**config.mk**
```make
export PLATFORM = sky130hd
export DESIGN_NAME = shared_reg_arbiter
export DESIGN_NICKNAME = d
export VERILOG_FILES = /design/src/rtl/shared_reg_arbiter.sv
export SDC_FILE = /design/constraint.sdc
export NUM_CORES = 1
export LEC_CHECK = 0
export BUFFER_PORTS_ARGS = -buffer_cell sky130_fd_sc_hd__buf_4
export CORE_AREA = 4 4 59 61
export DETAILED_ROUTE_END_ITERATION = 10
export DIE_AREA = 0 0 63 65
export PLACE_DENSITY = 0.74
export SKIP_LAST_GASP = 1
export SLEW_MARGIN = 20
export SYNTH_ARGS = -nofsm -noshare
export SYNTH_HDL_FRONTEND = slang
export SYNTH_SLANG_ARGS = --single-unit
export TNS_END_PERCENT = 1
```
**constraint.sdc**
```tcl
create_clock -name CLK -period 1.5 [get_ports CLK]
set_clock_uncertainty 0.05 [all_clocks]
set_input_delay 0.075 -clock CLK [delete_from_list [all_inputs] [get_ports CLK]]
set_output_delay 0.075 -clock CLK [all_outputs]
set_load 0.02 [all_outputs]
```
**src/rtl/shared_reg_arbiter.sv**
```systemverilog
// Round-robin owner arbitration and write sequencing for one shared WIDTH-bit register; SHARED_REG_TIMEOUT_EN adds a forced release after MAX_HOLD cycles.
// Latency: REQ sampled in IDLE/GAP gives GNT the next cycle; an owner write reaches Q one cycle after WE.
// Backpressure: requesters hold REQ until granted; an owner frees the port with DONE or by dropping REQ.
module shared_reg_arbiter #(
  parameter int NREQ     = 4,
  parameter int WIDTH    = 8,
  parameter int MAX_HOLD = 15
) (
  input  logic                     CLK,
  input  logic                     RST_N,
  input  logic [NREQ-1:0]          REQ,
  input  logic [NREQ-1:0]          WE,
  input  logic [NREQ*WIDTH-1:0]    WDATA,
  input  logic [NREQ-1:0]          DONE,
  output logic [NREQ-1:0]          GNT,
  output logic [$clog2(NREQ)-1:0]  GNT_ID,
  output logic                     BUSY,
  output logic [WIDTH-1:0]         Q,
  output logic                     TIMEOUT
);

  localparam int IDW = $clog2(NREQ);

  typedef enum logic [1:0] {S_IDLE, S_GRANT, S_GAP} state_t;

  state_t           state;
  logic [IDW-1:0]   rr_last;

  logic             win_vld;
  logic [IDW-1:0]   win_id;
  logic [IDW:0]     cand;

  logic             owner_we;
  logic             owner_done;
  logic             owner_req;
  logic [WIDTH-1:0] owner_wdata;
  logic             release_vol;
  logic             hold_expired;

  // Candidates are visited starting one past the previous winner, wrapping at NREQ.
  always_comb begin
    win_vld = 1'b0;
    win_id  = '0;
    cand    = '0;
    for (int i = 1; i <= NREQ; i++) begin
      cand = {1'b0, rr_last} + (IDW+1)'(i);
      if (cand >= (IDW+1)'(NREQ))
        cand = cand - (IDW+1)'(NREQ);
      if (!win_vld && REQ[cand[IDW-1:0]]) begin
        win_vld = 1'b1;
        win_id  = cand[IDW-1:0];
      end
    end
  end

  // GNT_ID is the owner while in GRANT, so it selects the owner's controls.
  always_comb begin
    owner_we    = 1'b0;
    owner_done  = 1'b0;
    owner_req   = 1'b0;
    owner_wdata = '0;
    for (int i = 0; i < NREQ; i++) begin
      if (GNT_ID == IDW'(i)) begin
        owner_we    = WE[i];
        owner_done  = DONE[i];
        owner_req   = REQ[i];
        owner_wdata = WDATA[i*WIDTH +: WIDTH];
      end
    end
  end

  assign release_vol = owner_done | ~owner_req;

`ifdef SHARED_REG_TIMEOUT_EN
  localparam int HCW = $clog2(MAX_HOLD + 1);

  logic [HCW-1:0] hold_cnt;

  // hold_cnt counts completed GRANT cycles; the MAX_HOLD-th one forces release.
  assign hold_expired = (state == S_GRANT) && (hold_cnt == HCW'(MAX_HOLD - 1));

  always_ff @(posedge CLK or negedge RST_N) begin
    if (!RST_N)
      hold_cnt <= '0;
    else if (state != S_GRANT)
      hold_cnt <= '0;
    else
      hold_cnt <= hold_cnt + 1'b1;
  end
`else
  assign hold_expired = 1'b0;
`endif

  always_ff @(posedge CLK or negedge RST_N) begin
    if (!RST_N) begin
      state   <= S_IDLE;
      GNT     <= '0;
      GNT_ID  <= '0;
      BUSY    <= 1'b0;
      Q       <= '0;
      TIMEOUT <= 1'b0;
      rr_last <= IDW'(NREQ - 1);
    end else begin
      TIMEOUT <= 1'b0;
      case (state)
        S_GRANT: begin
          if (owner_we)
            Q <= owner_wdata;
          if (release_vol || hold_expired) begin
            state   <= S_GAP;
            GNT     <= '0;
            BUSY    <= 1'b0;
            TIMEOUT <= hold_expired & ~release_vol;
          end
        end
        default: begin
          if (win_vld) begin
            state   <= S_GRANT;
            GNT     <= {{(NREQ-1){1'b0}}, 1'b1} << win_id;
            GNT_ID  <= win_id;
            rr_last <= win_id;
            BUSY    <= 1'b1;
          end else begin
            state <= S_IDLE;
          end
        end
      endcase
    end
  end

endmodule

```
After elaboration in Yosys (flattened, before gate mapping)
Index checks and enable logic that the tools add are counted.
{"block": "word_totals", "regBits": 19, "inputBits": 46, "elab_cells": 87}
{"block": "classes", "addsub": 8, "magnitude_cmp": 8, "n_eq_ne": 5, "n_shift": 1, "muxes": 45, "bitwise_logic": 3, "n_reduce_logical": 11}
{"op": "8-bit 2-to-1 mux", "n": 4}
{"op": "1-bit 2-to-1 mux", "n": 24}
{"op": "2-bit 2-to-1 mux", "n": 10}
{"op": "3-bit >= comparator, second input constant", "n": 4}
{"op": "2-bit by 3-bit less-than comparator with 1-bit output, second input constant", "n": 4}
{"op": "4-bit 2-to-1 mux", "n": 3}
{"op": "1-bit binary-select mux with 2-bit select", "n": 4}
{"op": "2-bit by 1-bit subtractor with 2-bit output, second input constant", "n": 4}
{"op": "2-bit by 2-bit adder with 3-bit output, second input constant", "n": 2}
{"op": "2-bit AND reduction", "n": 3}
{"op": "2-bit by 1-bit == test with 1-bit output, second input constant", "n": 2}
{"op": "2-bit == test, second input constant", "n": 2}
{"op": "1-bit by 2-bit left shift with 4-bit output, first input constant", "n": 1}
{"op": "2-bit by 1-bit adder with 3-bit output, second input constant", "n": 1}
{"op": "2-bit by 3-bit adder with 3-bit output, second input constant", "n": 1}
{"op": "1-bit logical AND", "n": 3}
{"op": "1-bit logical NOT", "n": 3}
{"op": "2-bit logical NOT", "n": 1}
{"op": "2-bit inequality test, second input constant", "n": 1}
{"op": "1-bit NOT", "n": 2}
{"op": "2-bit nonzero test", "n": 1}
{"op": "1-bit OR", "n": 1}

Depth between registers and ports, before layout
Gate-level depths: netlist of run 1.
{"block": "logic_depth", "depth_word": 18, "ltp_mapped": 5}

Worst setup path before layout of run 1
OpenSTA, ideal clock, no wires.
{"block": "synth_timing", "path_type": "register -> register", "start": "register GNT_ID[0]", "end": "register Q[0]", "setup_ps": 125, "arrival_time_ps": 1586, "slack_ps": -261, "path_stages_with_launch": 5, "n_path_buf": 1, "path_cell_list": "dfrtp_1 > mux4_2 > nand2b_1 > buf_6 > mux2_4"}
{"block": "synth_via", "elab_chain_len": 6, "elab_cells_between_ends": 13, "cone_classes": "eq/ne (3); mux (8); reduce/logical (2)"}
{"item": "start: declaration", "line_no": "16", "text": "output logic [$clog2(NREQ)-1:0] GNT_ID,"}
{"item": "start signal: assignment", "line_no": "120", "text": "GNT_ID <= win_id;"}
{"item": "2-bit logical NOT", "line_no": "63", "text": "if (GNT_ID == IDW'(i)) begin"}
{"item": "1-bit 2-to-1 mux (4 in a row)", "line_no": "63"}
{"item": "2-bit AND reduction (no source line)"}
{"item": "end signal: assignment", "line_no": "108", "text": "Q <= owner_wdata;"}
{"item": "end: declaration", "line_no": "18", "text": "output logic [WIDTH-1:0] Q,"}
Several ways; a longest one is shown, not always the timed one.
A chain may end at the register's enable or synchronous reset.

Final worst setup path of run 1
{"block": "layout_timing", "start": "register GNT_ID[0]", "end": "register Q[4]"}
Same word-level chain as after synthesis.

==> flow_summary.toml, run 1 <==
[floorplan]
core_sq_um = 2980
ios = 62
rows = 20
die_h_microns = 65
die_width_microns = 63
fp.dieArea_sq_um = 4100
start_util_pct = 38.7

[worst_setup_path]
critPathTopFamily = "multiplexers"
crit_path_max_fanout = 8
start_kind = "register"
crit_chain = "mux4_2 > nand2b_4 > mux2_4"
crit_buf_inv = 0
cp.arrival_ns = 1.77
cpPeakStageDelay_ns = 0.54
endpoint_kind = "register"
critical-path-slowest-cell = "mux4_2"
required_ns = 1.65
crit_type = "register to register"

[synthesis]
synth-seq-area-share_pct = 41.5
synth_fp_nets = 124
netlist_area_sq_um = 1150
syn_avg_cell_area_sq_um = 14.8
netlist_instances = 78
ys_warn_count = 0
ys_ff_latch = 19
synthDistinctLibCells = 33

[grt]
grt_remaining_overflow = 0
grt_pass1_wl_mm = 4.91
grt_pass1_vias = 981
grtUsageTotal_pct = 15.0
grt_max_degree = 20
antenna_found_initial = 0

[routing]
first_pass_iters = 4
drt_first_iter_violations = 50
wl_per_cell_microns = 16.9
drc_errors = 0
routed_via_density = 5.34
via_count = 978
routed_wl_mm = 3.09
ant_nets = 0

[placed_design]
place_area_sq_um = 1720
placed_cells = 179
pre_cts_slack_ns = -0.228
place_hpwl_mm = 2.45
routabilityCongestion = 0.721
io_buffers = 60

[timing]
rsz0062_at_grt = "yes"
hold_viol = 0
finalSetupViolCount = 14
fin_ws_ns = -0.128
period_needed_ns = 1.63
tightestPinTransition_ns = 0.942
relSlewSlack_pct = 36.5
slew_violations = 0
fin_crit_sh_pct = 109
tns_ns = -1.39
whs_ns = 0.0864
fmax_ghz = 0.614

[finish]
final_core_utilization_pct = 58.9
n_fill_cell = 252
instances_no_fill = 183
final_cell_mix = "buf_4 (71), dfrtp_1 (16), mux2_4 (8)"
area_delta_synth_final_pct = 52.3
num_antenna_cells = 0
final_cell_area_sq_um = 1760
final_common_cell = "buf_4"
multiInputGateArea_sq_um = 647
ff_latch_area_sq_um = 479
nets = 197
drive_above_1_share_pct = 64.0

[power_and_ir_drop]
finalPower_mw = 3.34
p_per_area_nw_per_um2 = 1900
ir_drop_mv = 0.998
p_leak_nw = 0.879

[clock_network]
cts_setup_buffers = 0
clockBufferDepth = 2
cts.root.buffer_cell = "clkbuf_4"
cts_sinks = 19
path_clk_slew_ns = 0.11
numCtsBuffers = 3
cts_max_level = 1
cts_tree = "yes"
clock_latency_ns = 0.30

[run_status]
status = "finished with violations"
violations = "setup timing"

[run]
maxCapViolations = 0

[worst_hold_path]
holdCritPathClass = "primary input to register"
synthesized netlist by cell type, drive strengths merged:
cell    number  area (sq um)
nand3b       1          7.51
dfstp        2          52.6
o41ai        1          16.3
o22a         1          8.76
a21bo        1          10.0
nor2         3          11.3
nor3b        1          7.51
conb         1          3.75
o21ai        2          10.0
clkbuf       1          3.75
mux2        10           143
a32o         4          40.0
o21a         1          7.51
nor4b        1          8.76
a21boi       1          7.51
mux2i        1          10.0
a21o         3          22.5
inv          1          3.75
nand2b       5          31.3
buf          4          35.0
nor3         1          10.0
mux4         9           229
and3b        1          10.0
a32oi        1          8.76
nor2b        1          6.26
a31oi        1          6.26
dfrtp       17           425
nand2        1          3.75
and4bb       1          12.5
timing repair:
action | 4_1_cts | 5_1_grt
pin swaps | 0 | 6
resized for setup | 2 | 3
gates cloned | 0 | 0
hold endpoints to repair | 19 | 0
hold buffers | 1 | 0
endpoints found under the setup margin | 15 | 17
final cells by class:
cell class	count	share of cell area, %
well taps	33	2.35
repair buffers	73	31.6
inverters	1	0.214
flip-flops and latches	19	27.3
clock inverters	1	0.428
clock buffers	3	1.28
multi-input cells	53	36.8
flip-flops by register name, summed over array words and instances (netlist names):
| name | count |
|---|---|
| Q | 8 |
| GNT | 4 |
| GNT_ID | 2 |
| rr_last | 2 |
| state | 2 |
| BUSY | 1 |
logic make-up after synthesis:
| kind of cell | count (synthesis) | synth area share [%] |
|---|---|---|
| mux | 20 | 33.1 |
| flops | 19 | 41.5 |
| compound gates | 16 | 11.9 |
| simple gates | 16 | 9.45 |
| buf+inv | 6 | 3.69 |
| other cells | 1 | 0.325 |
where the power goes:
part	internal, mW	leakage, nW	switching [mW]
clock network	0.102	0.0139	0.167
logic	1.20	0.641	0.914
registers	0.785	0.224	0.174
per-layer routing:
| layer | track usage, % | routed length (microns) | vias up | part of all wire [%] |
|---|---|---|---|---|
| li1 | - | - | 454 | - |
| met3 | 5.03 | 253 | 2 | 8.2 |
| met1 | 20.1 | 1310 | 484 | 42 |
| met5 | 0 | 0 | - | 0 |
| met4 | 2.48 | 17 | 0 | 0.55 |
| met2 | 23.8 | 1510 | 38 | 49 |
worst min-delay path, stage by stage:
cell and delay, ns:
buf_4 0.08, nor3b_1 0.04, o21ai_2 0.15, a32oi_1 0.06
final timing paths:
path / cells after the start / to / slack, ns / start
setup / recovery: 3 / Q[4]$_DFFE_PN0P_ / -0.13 / GNT_ID[0]$_DFFE_PN0P_
hold / removal: 4 / state[0]$_DFFE_PN0P_ / 0.09 / DONE[2]
setup reg to reg: 3 / Q[4]$_DFFE_PN0P_ / -0.13 / GNT_ID[0]$_DFFE_PN0P_
hold reg to reg: 1 / BUSY$_DFFE_PN0P_ / 0.46 / BUSY$_DFFE_PN0P_
max in group asynchronous: 2 / rr_last[0]$_DFFE_PN1P_ / 1.03 / RST_N
min in group asynchronous: 2 / Q[3]$_DFFE_PN0P_ / 0.11 / RST_N
Note: power is estimated with default switching activity, not from simulation.
==> inputs of run 2 (changes only) <==
--- a/config.mk
+++ b/config.mk
@@ -6,10 +6,12 @@
 export NUM_CORES = 1
 export LEC_CHECK = 0
 export BUFFER_PORTS_ARGS = -buffer_cell sky130_fd_sc_hd__buf_4
-export CORE_AREA = 4 4 59 61
+export CELL_PAD_IN_SITES_DETAIL_PLACEMENT = 1
+export CELL_PAD_IN_SITES_GLOBAL_PLACEMENT = 2
+export CORE_AREA = 4 4 73 75
 export DETAILED_ROUTE_END_ITERATION = 10
-export DIE_AREA = 0 0 63 65
-export PLACE_DENSITY = 0.74
+export DIE_AREA = 0 0 77 79
+export PLACE_DENSITY_LB_ADDON = 0.1
 export SKIP_LAST_GASP = 1
 export SLEW_MARGIN = 20
 export SYNTH_ARGS = -nofsm -noshare
==> constraint.sdc (replaced) <==
create_clock -name CLK -period 1.5 [get_ports CLK]
set_clock_uncertainty 0.05 [all_clocks]
set_input_delay 0.075 -clock CLK [delete_from_list [all_inputs] [get_ports CLK]]
set_output_delay 0.075 -clock CLK [all_outputs]
set_load 0.05 [all_outputs]
==> flow_summary.toml, run 2 (synthesis results as in run 1) <==
[placed_design]
placed_cells = 198
place_hpwl_mm = 2.65
io_buffers = 60
routabilityCongestion = 0.692
place_area_sq_um = 1730

[finish]
nets = 196
num_antenna_cells = 0
final_common_cell = "buf_4"
instances_no_fill = 203
regMostFlops = "Q"
final_core_utilization_pct = 38.8
area_delta_synth_final_pct = 57.0
largest_reg_flops = 8
final_cell_mix = "buf_4 (69), dfrtp_1 (16), mux2_4 (8)"
biggestRegsByFlops = "Q: 8 flops, GNT: 4 flops"
drive_above_1_share_pct = 62.4
n_fill_cell = 506
multiInputGateArea_sq_um = 653
final_cell_area_sq_um = 1810
ff_latch_area_sq_um = 479

[worst_setup_path]
reg2regPathDepth = 4
cpPeakStageDelay_ns = 0.54
crit_path_max_fanout = 8
reg2reg_to = "Q[0]$_DFFE_PN0P_"
required_ns = 1.59
r2r_slack_ns = -0.14
endpoint = "Q[0]$_DFFE_PN0P_"
crit_type = "register to register"
cp.arrival_ns = 1.73
endpoint_kind = "register"
crit_cells = 4
crit_chain = "mux4_2 > nand2b_4 > buf_12 > mux2_4"
crit_path_start = "GNT_ID[0]$_DFFE_PN0P_"
crit_buf_inv = 1
critical-path-slowest-cell = "mux4_2"
start_kind = "register"
regToRegStartpoint = "GNT_ID[0]$_DFFE_PN0P_"
critPathTopFamily = "multiplexers"

[grt]
use_met1_pct = 12.7
antenna_found_initial = 0
grt_pass1_vias = 1104
busiest_layer = "met2"
grt_remaining_overflow = 0
use_met3_pct = 2.49
globalRouteMet2Util_pct = 19.2
grt_pass1_wl_mm = 5.27
grtUsageTotal_pct = 11.1
grt_max_degree = 20

[timing]
period_needed_ns = 1.64
fmax_ghz = 0.610
hold_viol = 0
finalSetupViolCount = 15
rsz0062_at_grt = "yes"
fin_crit_sh_pct = 109
tightestPinTransition_ns = 0.677
tns_ns = -1.50
relSlewSlack_pct = 54.7
fin_ws_ns = -0.138
slew_violations = 0

[floorplan]
die_width_microns = 77
die_h_microns = 79
fp.dieArea_sq_um = 6080
start_util_pct = 24.7
ios = 62
rows = 25
core_sq_um = 4660

[routing]
first_pass_iters = 4
routed_via_density = 4.70
ant_nets = 0
drc_errors = 0
routed_wl_mm = 3.17
drt_first_iter_violations = 22
via_count = 954
wl_per_cell_microns = 15.6

[power_and_ir_drop]
finalPower_mw = 3.89
ir_drop_mv = 0.583
p_leak_nw = 0.890
switching_power_mw = 1.70
p_clk_share_pct = 9.2
pwr-share-seq_pct = 25.0
p_comb_share_pct = 65.8
power.internal_mw = 2.19
switching_share_pct = 43.7
p_per_area_nw_per_um2 = 2150

[run_status]
violations = "setup timing"
status = "finished with violations"

[clock_network]
clock_latency_ns = 0.26
cts_setup_buffers = 0
cts.root.buffer_cell = "clkbuf_8"
numCtsBuffers = 3
cts_max_level = 1
clockBufferDepth = 2
cts_tree = "yes"
cts_sinks = 19
path_clk_slew_ns = 0.07

[run]
maxCapViolations = 0

[worst_hold_path]
holdCritPathClass = "primary input to asynchronous set/reset pin"
## run 2: cell count changes in the layout (fill, tap and decap cells not counted), sizes merged
| cell | change |
|---|---|
| buf | -1 |
| clkinv | +1 |
| clkinvlp | -1 |
## run 2: through the flow
| stage | setup slack (ns) | hold slack [ns] |
|---|---|---|
| floorplan | -0.289 | -0.271 |
| global placement | -0.209 | -0.0879 |
| detailed placement | -0.356 | -0.0820 |
| CTS | -0.142 | 0.160 |
| global route | -0.183 | 0.199 |
| finish | -0.138 | 0.171 |
## run 2: worst min-delay path by stage
stage / slack [ns] / to / cells past startpoint / from
final: 0.17 / BUSY$_DFFE_PN0P_ / 2 / RST_N
after global routing: 0.20 / rr_last[1]$_DFFE_PN1P_ / 3 / REQ[2]
after CTS: 0.16 / state[0]$_DFFE_PN0P_ / 4 / DONE[2]
after detailed placement: -0.08 / Q[4]$_DFFE_PN0P_ / 1 / RST_N
after global placement: -0.09 / BUSY$_DFFE_PN0P_ / 1 / RST_N
after floorplan: -0.27 / BUSY$_DFFE_PN0P_ / 0 / RST_N
## run 2: power by group through the flow
stage                     logic [mW]  registers (mW)  clock network [mW]
after global routing            2.73            1.02               0.390
after CTS                       2.57           0.981               0.373
after global placement          2.50           0.978                   0
after floorplan                 1.12            1.60                   0
final                           2.56           0.975               0.357
after detailed placement        2.53           0.985                   0
## run 2: per-layer routing
metal  share of wire [%]  vias up  wire length (microns)
li1                    -      454                      -
met1                  40      455                   1270
met2                  50       41                   1600
met3                 7.1        4                    225
met4                 2.4        0                     76
met5                   0        -                      0
## run 2: repair_timing
action                                 CTS  global route
resized for setup                        1             2
endpoints found under the hold margin   19             0
setup endpoints to repair               16            18
hold buffers                             1             0
## run 2: cell type report
| type | instances | area share (%) |
|---|---|---|
| clock buffer | 3 | 2.28 |
| multi-input combinational | 53 | 36.1 |
| sequential | 19 | 26.5 |
| timing repair buffer | 72 | 30.9 |
| inverter | 1 | 0.207 |
| clock inverter | 1 | 0.277 |
| tap | 54 | 3.73 |
